===== src/rtl/serial_adder.sv =====
// Bit-serial WIDTH-bit adder: one full-adder cell plus a carry flop, LSB first.
// Operands load on an accepted start; the result lands in sum/cout one cycle after the last bit.
`timescale 1ns/1ps

module serial_adder #(
    parameter int WIDTH = 8
) (
    input  logic             clk,
    input  logic             rst_n,
    input  logic             start,
    input  logic [WIDTH-1:0] a,
    input  logic [WIDTH-1:0] b,
    input  logic             cin,
    output logic             busy,
    output logic             done,
    output logic [WIDTH-1:0] sum,
    output logic             cout,
    output logic             sum_bit,
    output logic             sum_bit_valid,
    output logic [1:0]       dbg_state_o
);

    localparam int CNT_W = $clog2(WIDTH + 1);
    localparam logic [CNT_W-1:0] LAST_CNT = CNT_W'(WIDTH - 1);

    typedef enum logic [1:0] {
        S_IDLE = 2'd0,
        S_RUN  = 2'd1,
        S_DONE = 2'd2
    } state_t;

    state_t           state_q, state_d;
    logic [WIDTH-1:0] a_q, a_d;
    logic [WIDTH-1:0] b_q, b_d;
    logic             carry_q, carry_d;
    logic [CNT_W-1:0] cnt_q, cnt_d;
    logic [WIDTH-1:0] acc_q, acc_d;
    logic [WIDTH-1:0] sum_q, sum_d;
    logic             cout_q, cout_d;

    logic fa_s;
    logic fa_c;

    // The single full-adder cell, fed by the low bits of the operand shift registers.
    always_comb begin
        fa_s = a_q[0] ^ b_q[0] ^ carry_q;
        fa_c = (a_q[0] & b_q[0]) | (a_q[0] & carry_q) | (b_q[0] & carry_q);
    end

    always_comb begin
        state_d = state_q;
        a_d     = a_q;
        b_d     = b_q;
        carry_d = carry_q;
        cnt_d   = cnt_q;
        acc_d   = acc_q;
        sum_d   = sum_q;
        cout_d  = cout_q;

        case (state_q)
            S_IDLE: begin
                if (start) begin
                    state_d = S_RUN;
                    a_d     = a;
                    b_d     = b;
                    carry_d = cin;
                    cnt_d   = '0;
                    acc_d   = '0;
                end
            end

            S_RUN: begin
                a_d     = a_q >> 1;
                b_d     = b_q >> 1;
                carry_d = fa_c;
                cnt_d   = cnt_q + CNT_W'(1);
                // Shift-plus-OR form keeps the MSB insert legal when WIDTH is 1.
                acc_d   = (acc_q >> 1) | (WIDTH'(fa_s) << (WIDTH - 1));
                if (cnt_q == LAST_CNT) begin
                    state_d = S_DONE;
                    sum_d   = acc_d;
                    cout_d  = fa_c;
                end
            end

            S_DONE: begin
                if (start) begin
                    state_d = S_RUN;
                    a_d     = a;
                    b_d     = b;
                    carry_d = cin;
                    cnt_d   = '0;
                    acc_d   = '0;
                end else begin
                    state_d = S_IDLE;
                end
            end

            default: begin
                state_d = S_IDLE;
            end
        endcase
    end

    always_ff @(posedge clk) begin
        if (!rst_n) begin
            state_q <= S_IDLE;
            a_q     <= '0;
            b_q     <= '0;
            carry_q <= 1'b0;
            cnt_q   <= '0;
            acc_q   <= '0;
            sum_q   <= '0;
            cout_q  <= 1'b0;
        end else begin
            state_q <= state_d;
            a_q     <= a_d;
            b_q     <= b_d;
            carry_q <= carry_d;
            cnt_q   <= cnt_d;
            acc_q   <= acc_d;
            sum_q   <= sum_d;
            cout_q  <= cout_d;
        end
    end

    always_comb begin
        busy          = (state_q == S_RUN);
        done          = (state_q == S_DONE);
        sum_bit_valid = busy;
        sum_bit       = busy & fa_s;
        sum           = sum_q;
        cout          = cout_q;
        dbg_state_o   = state_q;
    end

endmodule


===== config.mk =====
export PLATFORM = sky130hd
export DESIGN_NAME = serial_adder
export DESIGN_NICKNAME = d
export VERILOG_FILES = /design/src/rtl/serial_adder.sv
export SDC_FILE = /design/constraint.sdc
export NUM_CORES = 1
export LEC_CHECK = 0
export ABC_AREA = 1
export CAP_MARGIN = 20
export CORE_MARGIN = 5
export CORE_UTILIZATION = 42
export CTS_BUF_LIST = sky130_fd_sc_hd__clkbuf_16
export CTS_CLUSTER_DIAMETER = 100
export DETAILED_ROUTE_END_ITERATION = 10
export GPL_ROUTABILITY_DRIVEN = 1
export PLACE_DENSITY = 0.72
export SLEW_MARGIN = 5
export SYNTH_ARGS = -nofsm -noshare
export SYNTH_HDL_FRONTEND = slang
export SYNTH_SLANG_ARGS = --single-unit

===== constraint.sdc =====
create_clock -name clk -period 1.85 [get_ports clk]
set_input_delay 0.555 -clock clk [delete_from_list [all_inputs] [get_ports clk]]
set_output_delay 0.555 -clock clk [all_outputs]
set_load 0.01 [all_outputs]

==> impl_results.md <==
* H-tree levels at 2
* GP Congestion at roughly 0.77
* Synth Flop Type: dfxtp_1
* Cell taking the most area after synthesis: dfxtp_1
* Slew @ Worst Pin at 0.406 ns
* First-pass GRT wire length at 7780 microns
* Hold Slack at between 0.4 and 0.5 ns
* Clk_lat worst skew at about 0.28 ns
* Ant diodes at 0
* Ports at 35
* Launch point of the critical path: a_q[0]
* Commonest cells post-synth: nand2_1, nor2_1, dfxtp_1
* Failing checks: setup timing
* Post-DP HPWL at about 3200 microns
* Final hold vios at 0
* GRT overflow at 0
* Num CTS Buffers at 5
* DR vias/cell at a little under 5
* Vias in the first global route at approximately 1700
* Data required, critical path at roughly 1.3 ns
* Startpoint types: flop
* Initial Util at 0.428
* Yosys cell types at 21
* Setup bufs post-CTS at 0
* Area occupied by multi-input gates at 896 sq um
* Fin nets at roughly 320
* Crit end category: output port
* RSZ-0062 raised after global routing: true
* Most common cell in the netlist: nand2_1
* Seq/Total Area, Yosys at 0.422
* Synth top area cells: dfxtp_1, nand2_1, nand3_1, nor2_1, nand3b_1
* # DRC at 0
* Async SR Flop Fraction at 0
* Total track usage at 0.159
* Worst Path Arrival at around 1.5 ns
* Synth-to-layout area growth at 30.2%
* Min Tclk post-route at around 2.0 ns
* CTS tree: built
* Clk_skew at around 0.0036 ns
* Syn nets at about 290
* Sum Neg Setup Slack at -0.164 ns
* WL/cell at 12.6 microns
* Worst VDD drop at ~0.51 mV
* Synth Warn # at 0
* Die height at about 76 microns
* Largest net degree at the start of global routing at 19
* PwrDens at about 920 mW/mm^2
* Status: complete, but fails checks
* Die width at 76.4 microns
* # fillers at around 440
* Mapped Avg Cell Area at around 7 sq um
* Setup WS post-layout at -0.164 ns
* Slew margin rel. at 0.729
* Worst Setup Path Type: reg -> out
* DP Area at about 0.0022 sq mm
* Peak fanout along the critical path at 2
* Worst r2r src: dbg_state_o[0]
* Pre-CTS setup slack at -0.310 ns
* Final setup viols at 1
* Root Buffer: clkbuf_16
* Core Rows at 24
* CORE AREA at 0.00432 sq mm
* EDFF count, synth at 0
* Post-placement cell count at about 350
* Initial antenna violation count at 0
* Fmax at ~500 MHz
* Synth top area share at 0.422
* CTS Buffer Depth at 2
* First-pass detailed-route iteration total at 4
* Cell area after synthesis at around 0.0018 sq mm
* Static Leak at roughly 0.0011 uW
* Clock Sinks at 39
* Final period util at 1.09
* Hold Startpoint: sum[7]
* WL final at roughly 4400 microns
* Reg clk slew, reported paths at approximately 0.060 ns
* Syn Inst Count at ~260
* Hold_buf cts at 0
* DR iter-0 viols at 84
* Final non-filler cell total at around 350
* Seq cells post-synth at 39
* DR vias at 1753
* DRT antenna net count at 0
* Sequential cell area at between 700 and 800 sq um
* Fin area at between 0.002 and 0.0025 sq mm
* Die area at 0.00583 sq mm
* Max_cap viols at 0
* Slew Limit Fails at 0
* Hold Crit Class: reg -> reg
* Port Buffers at 34
* Layout cell share with drive strength beyond 1 at 0.126
[state kept, by name, summed over array words and instances, names as in the netlist]
register and count:
a_q 8, dbg_state_o 2, sum 8, acc_q 7, cnt_q 4, b_q 8, cout 1, carry_q 1
[path summary, 6_finish.rpt]
check | endpoint | cells past startpoint | slack [ns]
max | sum_bit | 6 | -0.16
min | sum[7] | 2 | 0.47
max reg2reg | a_q[0] | 7 | 0.35
min reg2reg | sum[7] | 2 | 0.47
[cell usage in the layout, fill, tap and decap left out, types with 2 or more instances in the layout]
master,n
nand2_1,80
nor2_1,45
dfxtp_1,36
nand3_1,34
clkdlybuf4s50_1,28
buf_4,13
a21oi_1,12
nand3b_1,11
inv_1,7
inv_2,5
clkbuf_16,5
dlygate4sd2_1,5
o21ai_0,4
nand2_2,3
dfxtp_2,3
nor2_4,2
[where the power goes]
group	internal (uW)	switching (uW)
Combinational	152	194
Sequential	887	23.8
Clock	635	329
Total	1670	546
[cells by family (layout without fill, tap and decap cells)]
family / Yosys count / count (layout) / synth area share
simple gates: 176 / 176 / 0.422
compound gates: 16 / 16 / 0.0433
buf+inv: 30 / 69 / 0.0947
fa+ha+maj: 2 / 2 / 0.0176
flops: 39 / 39 / 0.422
[layer usage]
metal | vias to the layer above | GRT usage | wire, microns
met3 | 8 | 0.0461 | 207
met4 | 0 | 0.0507 | 61
met1 | 798 | 0.192 | 2020
li1 | 906 | - | -
met2 | 41 | 0.269 | 2160
met5 | - | 0 | 0
[critical path, stage by stage (launching register included)]
cell	delay (ns)
dfxtp_2	0.32
inv_2	0.04
fa_1	0.56
inv_2	0.05
nand2_2	0.07
inv_2	0.04
buf_6	0.11
[timing repair]
action | 4_1_cts | 5_1_grt
pin swaps | 1 | 1
resized for setup | 14 | 4
endpoints found under the setup margin | 6 | 1
[final cells by class]
type | count | area share
clock buffer | 5 | 0.0520
clock inverter | 3 | 0.0182
inverter | 14 | 0.0249
multi-input combinational | 194 | 0.372
sequential | 39 | 0.326
tap | 52 | 0.0270
timing repair buffer | 47 | 0.180
[metrics by stage]
| stage | total power (uW) | util |
|---|---|---|
| 2_1_floorplan | 1160 | - |
| 3_5_place_dp | 1270 | 0.517 |
| 3_3_place_gp | 1260 | 0.517 |
| 6_report | 2220 | 0.557 |
| 4_1_cts | 2250 | 0.555 |
| 5_1_grt | 2350 | 0.557 |
(Power assumes the default switching activity.)
